<file path="config.mk">
export PLATFORM = sky130hd
export DESIGN_NAME = game_flow_ctrl
export DESIGN_NICKNAME = d
export VERILOG_FILES = /design/src/rtl/game_flow_ctrl.sv
export SDC_FILE = /design/constraint.sdc
export NUM_CORES = 1
export LEC_CHECK = 0
export ABC_AREA = 1
export CORE_MARGIN = 2
export CORE_UTILIZATION = 50
export DETAILED_ROUTE_END_ITERATION = 6
export PLACE_DENSITY = 0.89
export SKIP_LAST_GASP = 1
export SLEW_MARGIN = 20
export SYNTH_ARGS = -nofsm -noshare
export SYNTH_HDL_FRONTEND = slang
export SYNTH_SLANG_ARGS = --single-unit
</file>
<file path="constraint.sdc">
create_clock -name Clk -period 2.24 [get_ports Clk]
set_clock_uncertainty 0.1 [all_clocks]
set_input_delay 0.448 -clock Clk [delete_from_list [all_inputs] [get_ports Clk]]
set_output_delay 0.448 -clock Clk [all_outputs]
set_load 0.005 [all_outputs]
</file>
<file path="src/rtl/game_flow_ctrl.sv">
`default_nettype none
// ============================================================================
//  Module      : game_flow_ctrl
//  Description : Game-level sequencer for the Frogger datapath.
//                Walks title -> play -> death -> game over, owns the lives,
//                level and high-score state, gates the frogger core through
//                play_en and issues one-cycle game_reset / frog_respawn
//                pulses. All outputs are registered.
//  Revision    : 1.0 - initial release
// ============================================================================
module game_flow_ctrl #(
  parameter int         LIVES        = 3,
  parameter int         DEATH_FRAMES = 60,
  parameter int         OVER_FRAMES  = 180,
  parameter logic [7:0] START_KEY    = 8'h28,
  parameter logic [7:0] CLEAR_KEY    = 8'h29
) (
  input  logic        Clk,
  input  logic        Reset,
  input  logic [7:0]  keycode,
  input  logic        frame_tick,
  input  logic        frog_hit,
  input  logic        frog_home,
  input  logic [15:0] score,
  output logic [1:0]  game_state,
  output logic        play_en,
  output logic        game_reset,
  output logic        frog_respawn,
  output logic [1:0]  lives,
  output logic [2:0]  level,
  output logic [15:0] high_score
);

  // Timer is sized for the longer of the two timed states; it never wraps
  // because each timed state leaves exactly when its end count is reached.
  localparam int MAX_FRAMES = (DEATH_FRAMES > OVER_FRAMES) ? DEATH_FRAMES : OVER_FRAMES;
  localparam int TW         = $clog2(MAX_FRAMES + 1);

  localparam logic [TW-1:0] DEATH_END  = TW'(DEATH_FRAMES);
  localparam logic [TW-1:0] OVER_END   = TW'(OVER_FRAMES);
  localparam logic [TW-1:0] TIMER_ONE  = TW'(1);
  localparam logic [1:0]    LIVES_INIT = 2'(LIVES);
  localparam logic [2:0]    LEVEL_MAX  = 3'd7;

  typedef enum logic [1:0] {
    ST_IDLE  = 2'b00,
    ST_PLAY  = 2'b01,
    ST_DYING = 2'b10,
    ST_OVER  = 2'b11
  } state_t;

  state_t         state_q,        state_d;
  logic [7:0]     key_q;
  logic [TW-1:0]  timer_q,        timer_d;
  logic [1:0]     lives_q,        lives_d;
  logic [2:0]     level_q,        level_d;
  logic [15:0]    high_score_q,   high_score_d;
  logic           play_en_q;
  logic           game_reset_q,   game_reset_d;
  logic           frog_respawn_q, frog_respawn_d;

  logic           start_ev;
  logic           clear_ev;
  logic           hs_clear;
  logic [TW-1:0]  timer_inc;

  // Key events fire only on the cycle a key first appears, so holding a key
  // down produces a single start or clear.
  assign start_ev  = (keycode == START_KEY) && (key_q != START_KEY);
  assign clear_ev  = (keycode == CLEAR_KEY) && (key_q != CLEAR_KEY);
  assign timer_inc = timer_q + TIMER_ONE;

  // Next-state and next-output decode; an abort key outranks everything.
  always_comb begin
    state_d        = state_q;
    timer_d        = timer_q;
    lives_d        = lives_q;
    level_d        = level_q;
    game_reset_d   = 1'b0;
    frog_respawn_d = 1'b0;
    hs_clear       = 1'b0;

    if (clear_ev && (state_q != ST_IDLE)) begin
      // Abort the running game; the high score survives an abort.
      state_d      = ST_IDLE;
      game_reset_d = 1'b1;
      timer_d      = '0;
    end else begin
      case (state_q)
        ST_IDLE: begin
          if (start_ev) begin
            state_d      = ST_PLAY;
            game_reset_d = 1'b1;
            lives_d      = LIVES_INIT;
            level_d      = 3'd0;
            timer_d      = '0;
          end else if (clear_ev) begin
            hs_clear = 1'b1;
          end
        end

        ST_PLAY: begin
          // A hit in the same cycle as reaching home costs the life and
          // forfeits the level-up.
          if (frog_hit) begin
            state_d = ST_DYING;
            timer_d = '0;
            if (lives_q != 2'd0) begin
              lives_d = lives_q - 2'd1;
            end
          end else if (frog_home) begin
            if (level_q != LEVEL_MAX) begin
              level_d = level_q + 3'd1;
            end
            frog_respawn_d = 1'b1;
          end
        end

        ST_DYING: begin
          if (frame_tick) begin
            timer_d = timer_inc;
            if (timer_inc == DEATH_END) begin
              timer_d = '0;
              if (lives_q == 2'd0) begin
                state_d = ST_OVER;
              end else begin
                state_d        = ST_PLAY;
                frog_respawn_d = 1'b1;
              end
            end
          end
        end

        ST_OVER: begin
          // Start only dismisses the game-over screen; a further start
          // edge from IDLE is needed to begin a new game.
          if (start_ev) begin
            state_d = ST_IDLE;
            timer_d = '0;
          end else if (frame_tick) begin
            timer_d = timer_inc;
            if (timer_inc == OVER_END) begin
              state_d = ST_IDLE;
              timer_d = '0;
            end
          end
        end

        default: begin
          state_d = ST_IDLE;
          timer_d = '0;
        end
      endcase
    end

    // High score tracks the live score in every state, except on the
    // cycle where it is being explicitly cleared.
    high_score_d = high_score_q;
    if (hs_clear) begin
      high_score_d = '0;
    end else if (score > high_score_q) begin
      high_score_d = score;
    end
  end

  // State and output registers; reset drops any pending pulses at once.
  always_ff @(posedge Clk or posedge Reset) begin
    if (Reset) begin
      state_q        <= ST_IDLE;
      key_q          <= 8'h00;
      timer_q        <= '0;
      lives_q        <= LIVES_INIT;
      level_q        <= 3'd0;
      high_score_q   <= 16'd0;
      play_en_q      <= 1'b0;
      game_reset_q   <= 1'b0;
      frog_respawn_q <= 1'b0;
    end else begin
      state_q        <= state_d;
      key_q          <= keycode;
      timer_q        <= timer_d;
      lives_q        <= lives_d;
      level_q        <= level_d;
      high_score_q   <= high_score_d;
      play_en_q      <= (state_d == ST_PLAY);
      game_reset_q   <= game_reset_d;
      frog_respawn_q <= frog_respawn_d;
    end
  end

  assign game_state   = state_q;
  assign play_en      = play_en_q;
  assign game_reset   = game_reset_q;
  assign frog_respawn = frog_respawn_q;
  assign lives        = lives_q;
  assign level        = level_q;
  assign high_score   = high_score_q;

endmodule
`default_nettype wire

</file>
==> results_dict.tcl, run 1 <==
set metrics [dict create \
    cp_common_cell "nand2_1" \
    synth_top_cell_by_area "dfrtp_1" \
    criticalPathCategory "input pin to register" \
    outcome "finished clean" \
    slowest_stage "clkdlybuf4s50_1" \
    grt_pass1_wl_um 11700 \
    synth_seq_area_share_pct 37.8 \
    fillers 404 \
    drive_gt1_share_pct 16.9 \
    synth_area_sq_mm 0.00279 \
    hold_end "lives[1]$_DFFE_PP1P_" \
    setup_viol 0 \
    crit_chain "clkdlybuf4s50_1, ha_1, nand2_1, nor2_2, a21boi_4, o21ai_2, nand2_2, o21ai_4, buf_12, nand3_1, nand2_1" \
    drv_slew 0 \
    dp_hpwl_um 5390 \
    yosys-top-cells-area "dfrtp_1, nand2_1, ha_1" \
    routed_wl_um 7450 \
    routed_via_density 5.36 \
    start_util_pct 51.3 \
    tightest_slew_ns 0.301 \
    max_stage_delay_ns 0.43 \
    hold_buffers 0 \
    clockRootBuffer "clkbuf_8" \
    timing.setup.tns_ns 0 \
    r2r_cells 12 \
    drtAntennaViolNets 0 \
    yosysWarnings 0 \
    clk_pin_slew_worst_paths_ns 0.09 \
    yosysTopAreaCellShare_pct 35.9 \
    h-tree-depth 2 \
    grt.total_usage_pct 23.7 \
    overflow 0 \
    nets 496 \
    synth_nets 410 \
    die_x_um 78.7 \
    holdPathStages 2 \
    place_area_sq_mm 0.00362 \
    cts_tree "yes" \
    place_inst 505 \
    post-route-util_pct 70.4 \
    syn_area_per_cell_sq_um 7.81 \
    grt_pass1_vias 2645 \
    maxCapViolations 0 \
    area_delta_synth_final_pct 37.4 \
    syn_inst 357 \
    period_share_pct 97.8 \
    die_area_sq_mm 0.00619 \
    leakagePower_nw 1.91 \
    hold_class "register to register" \
    port_buffers 54 \
    cts_buffers 5 \
    hold_path_startpoint "lives[1]$_DFFE_PP1P_" \
    drt_pass1_iterations 4 \
    yosysMostFrequentCell "nand2_1" \
    io_pins 55 \
    clk_latency_ns 0.30 \
    routed-via-count 2764 \
    antenna_found_initial 0 \
    worst-path-max-fanout 8 \
    reg2reg_from "high_score[14]$_DFFE_PP0P_" \
    drt-initial-drc-count 182 \
    ys_seq_elements 42 \
    worstPathArrival_ns 2.28 \
    peakVddDrop_mv 0.730 \
    antenna_cells 0 \
    synth_edf_count 0 \
    synth-main-ff-cell "dfrtp_1" \
    grt_max_degree 43 \
    fmax_ghz 0.457 \
    place.gp.congestion 0.926 \
    required_ns 2.33 \
    hold_violations 0 \
    synth_common_cells "nand2_1, inv_1, nand3_1" \
    ys_types 33 \
    drc_errors 0 \
    slew_headroom_pct 79.7 \
    routedWlPerCell_um 14.4 \
    die_h_um 78.7 \
    core_area_sq_mm 0.00544 \
    instances_no_fill 516 \
    postLayoutCellArea_sq_mm 0.00383 \
    power_density_mw_per_mm2 1100 \
    clock-sinks 42 \
    r2r-end "high_score[7]$_DFFE_PP0P_" \
    async_reset_ff_share_pct 100 \
    regToRegSetupSlack_ns 0.09 \
    fin_crit_ns 2.19 \
    rows 27 \
    clock_path_buffers 2 \
    cp-end-kind "register" \
    start_kind "input pin" \
]
-- power breakdown --
group	switching (W)	leakage [nW]	internal (W)
clock network	0.000266	0.0579	0.000328
registers	0.000214	0.527	0.00100
logic	0.00130	1.32	0.00109
total	0.00178	1.91	0.00242
-- flip-flops by register name, summed over array words and instances, names as in the netlist --
name          count
lives             2
frog_respawn      1
level             3
key_q             8
high_score       16
timer_q           8
play_en           1
game_reset        1
game_state        2
-- repair_timing --
item / CTS / global route
gates resized for setup: 0 / 19
buffers inserted: 0 / 1
endpoints found under the hold margin: 0 / 0
setup endpoints to repair: 0 / 16
-- worst max path at each step --
stage | from | to | depth (start not counted)
after CTS | score[7] | high_score[10]$_DFFE_PP0P_ | 10
after global placement | score[7] | high_score[9]$_DFFE_PP0P_ | 10
after detailed placement | score[7] | high_score[7]$_DFFE_PP0P_ | 10
after global routing | score[13] | high_score[0]$_DFFE_PP0P_ | 11
final | score[5] | high_score[7]$_DFFE_PP0P_ | 11
after floorplan | score[7] | high_score[0]$_DFFE_PP0P_ | 10
-- cells in the final DEF (no fill, tap or decap), types with 2 or more instances in the layout --
master	instances
a21oi_1	12
a21oi_2	2
buf_12	2
buf_4	27
buf_6	2
clkbuf_8	5
clkdlybuf4s50_1	52
clkinv_2	2
dfrtp_1	40
dfstp_2	2
dlymetal6s2s_1	2
ha_1	24
inv_1	52
nand2_1	86
nand2_2	8
nand3_1	43
nand3_2	5
nand3b_1	2
nand4_1	3
nor2_1	17
nor2_2	4
nor2_4	4
nor4_1	2
o2111ai_1	16
o21ai_0	8
o21ai_1	4
o21ai_2	2
o21ai_4	2
xor2_1	2
-- through the flow --
| step | hold slack (ns) | setup slack [ns] | power, W |
|---|---|---|---|
| 2_1_floorplan | 0.358 | 0.328 | 0.00245 |
| 4_1_cts | 0.375 | 0.0194 | 0.00400 |
| 3_3_place_gp | 0.363 | -0.187 | 0.00329 |
| 6_report | 0.374 | 0.0498 | 0.00420 |
| 5_1_grt | 0.417 | -0.0661 | 0.00454 |
| 3_5_place_dp | 0.362 | -0.275 | 0.00339 |
-- routing by layer --
layer  global-route usage [%]  vias up  wire (um)
met1                     28.9     1297       3090
met3                     4.48        8        409
met5                        0        -          0
met2                     43.3       98       3880
li1                         -     1361          -
met4                     4.91        0         78
-- worst max-delay path: cells and delay by family --
family / cells / cell delay (ns)
adder cells (fa/ha/maj): 1 / 0.31
buffers and inverters: 2 / 0.58
AND/OR/NAND/NOR: 5 / 0.55
AO/OA/AOI/OAI: 3 / 0.38
-- cell type report --
| class | count | area (sq um) | share of cell area (%) |
|---|---|---|---|
| clock buffers | 5 | 68.8 | 1.80 |
| clock inverters | 3 | 40.0 | 1.05 |
| inverters | 53 | 199 | 5.19 |
| multi-input cells | 255 | 1560 | 40.8 |
| flip-flops and latches | 42 | 1050 | 27.5 |
| well taps | 72 | 90.1 | 2.35 |
| repair buffers | 86 | 816 | 21.3 |
-- cell families after synthesis --
group	after synthesis	synth area share (%)
buf+inv	61	8.52
compound gates	48	11.8
simple gates	180	30.5
flops	42	37.8
xor+xnor	2	0.628
fa+ha+maj	24	10.8
No activity file was read; power rests on OpenSTA's default activity.
==> inputs of run 2 (changes only) <==
- SLEW_MARGIN: 20 -> default
==> results of run 2 <==
No change in the layout: final DEF, timing and power equal those of run 1.
==> inputs of run 3 (changes only) <==
- clock period: 2.24 -> 2.09 ns (I/O delays scaled with it)
==> run 3 against run 2 <==
Against the previous run: the run now ends with negative setup slack left; clock power up 6.2%; sequential cell count unchanged; final cell count increased by 1.9%; via count grew 4.5%; sequential power is 5% higher; largest cell class unchanged.
==> results_dict.tcl, run 3 (synthesis results as in run 1) <==
set metrics [dict create \
    r2r_cells 11 \
    start_kind "input pin" \
    cts_tree "yes" \
    r2r-end "high_score[13]$_DFFE_PP0P_" \
    postLayoutCellArea_sq_mm 0.00400 \
    io_pins 55 \
    multi_input_area_sq_mm 0.00162 \
    cp_num_buf_inv 3 \
    clk_latency_ns 0.30 \
    antenna_cells 0 \
    leakagePower_nw 2.05 \
    hold_buffers 0 \
    grt_max_degree 35 \
    cp_common_cell "nand2_1" \
    clockRootBuffer "clkbuf_8" \
    power_density_mw_per_mm2 1160 \
    nets 506 \
    outcome "finished with violations" \
    slowest_stage "clkdlybuf4s50_1" \
    reg2reg_from "high_score[1]$_DFFE_PP0P_" \
    start_util_pct 51.3 \
    setup_viol 7 \
    crit_family "buffers and inverters" \
    cp-end-kind "register" \
    place_area_sq_mm 0.00369 \
    grt_pass1_wl_um 12400 \
    h-tree-depth 2 \
    drt-initial-drc-count 214 \
    regArea_sq_mm 0.00105 \
    dp_hpwl_um 5630 \
    area_delta_synth_final_pct 43.3 \
    die_h_um 78.7 \
    hold_violations 0 \
    rsz0062_at_grt "yes" \
    final_common_cell "nand2_1" \
    worstPathArrival_ns 2.19 \
    worst-path-max-fanout 7 \
    slew_headroom_pct 72.0 \
    finalPower_w 0.00462 \
    clock-sinks 42 \
    crit_chain "clkdlybuf4s50_1, ha_4, nand2_1, inv_1, o21ai_0, nand2_1, a21oi_2, nand2_2, buf_4, o2111ai_1, nand2_1" \
    regToRegSetupSlack_ns 0.04 \
    criticalPathCategory "input pin to register" \
    drv_slew 0 \
    die_area_sq_mm 0.00619 \
    antenna_found_initial 0 \
    peakVddDrop_mv 0.752 \
    maxCapViolations 0 \
    die_x_um 78.7 \
    clock_path_buffers 2 \
    max_stage_delay_ns 0.54 \
    place.gp.congestion 0.937 \
    routedWlPerCell_um 14.6 \
    routed_via_density 5.49 \
    cts_buffers 5 \
    core_area_sq_mm 0.00544 \
    overflow 0 \
    largest_reg_flops 16 \
    tightest_slew_ns 0.420 \
    setup_slack_ns -0.0239 \
    final_cell_mix "nand2_1, inv_1, nand3_1" \
    clk_pin_slew_worst_paths_ns 0.08 \
    fmax_ghz 0.473 \
    rows 27 \
    fin_crit_ns 2.11 \
    place_ws_ns -0.371 \
    routed_wl_um 7700 \
    required_ns 2.17 \
    drive_gt1_share_pct 21.1 \
    fillers 384 \
    post-route-util_pct 73.5 \
    drc_errors 0 \
    grt_pass1_vias 2867 \
    grt.total_usage_pct 24.9 \
    hold_class "input pin to async pin" \
    period_share_pct 101 \
    routed-via-count 2889 \
    port_buffers 54 \
    drt_pass1_iterations 5 \
    violations "negative setup slack" \
    holdWs_ns 0.310 \
    drtAntennaViolNets 0 \
]
==> run 3: changes by cell type in the layout (fill, tap and decap cells not counted), sizes merged, moves of 2 or more <==
cell,before,now
clkinv,2,0
buf,32,43
dlymetal6s2s,2,13
clkbuf,5,7
clkdlybuf4s50,52,40
==> run 3: timing repair <==
item	in CTS	in global routing
endpoints found under the setup margin	16	31
pin swaps	4	16
gates resized for setup	8	38
cloned	1	0
buffers inserted	2	0
==> run 3: routing by layer <==
| layer | global-route usage [%] | share of wire [%] | wire length (um) | vias to the layer above |
|---|---|---|---|---|
| li1 | - | - | - | 1380 |
| met2 | 46.3 | 53 | 4110 | 133 |
| met3 | 2.99 | 5.4 | 417 | 14 |
| met5 | 0 | 0 | 0 | - |
| met1 | 29.5 | 39 | 3030 | 1362 |
| met4 | 8.25 | 1.9 | 147 | 0 |
==> run 3: through the flow <==
step,instances,setup TNS (ns)
detailed placement,515,-8.42
global route,526,-1.35
finish,526,-0.0872
CTS,526,-0.00167
floorplan,357,0
global placement,515,-6.42
==> run 3: worst max path at each step <==
| stage | cells after the start | from | slack [ns] | end |
|---|---|---|---|---|
| after floorplan | 10 | score[7] | 0.21 | high_score[0]$_DFFE_PP0P_ |
| after global placement | 10 | score[7] | -0.31 | high_score[5]$_DFFE_PP0P_ |
| after detailed placement | 10 | score[15] | -0.37 | high_score[10]$_DFFE_PP0P_ |
| after CTS | 11 | score[14] | -0.002 | high_score[10]$_DFFE_PP0P_ |
| after global routing | 12 | score[13] | -0.11 | high_score[8]$_DFFE_PP0P_ |
| final | 11 | score[13] | -0.02 | high_score[13]$_DFFE_PP0P_ |
==> run 3: cell type report <==
class | count | area share, %
flip-flops and latches | 42 | 26.4
multi-input cells | 254 | 40.6
clock inverters | 1 | 0.751
inverters | 53 | 4.98
repair buffers | 97 | 23.2
well taps | 72 | 2.25
clock buffers | 7 | 1.91
==> run 3: worst reg2reg max path, stage by stage (launching register included) <==
cell and delay (ns):
dfrtp_1 0.38, inv_1 0.06, ha_1 0.30, inv_1 0.07, nor2_1 0.05, o21ai_1 0.18, a21boi_2 0.07, o21ai_1 0.21
nand2_2 0.15, buf_4 0.20, o2111ai_1 0.09, nand2_1 0.07
==> run 3: power by group <==
| group | total (W) | internal [W] | leakage, nW | switching, W |
|---|---|---|---|---|
| Sequential | 0.00127 | 0.00107 | 0.527 | 0.000201 |
| Clock | 0.000632 | 0.000358 | 0.0524 | 0.000274 |
| Combinational | 0.00271 | 0.00125 | 1.47 | 0.00146 |
| Total | 0.00462 | 0.00268 | 2.05 | 0.00194 |
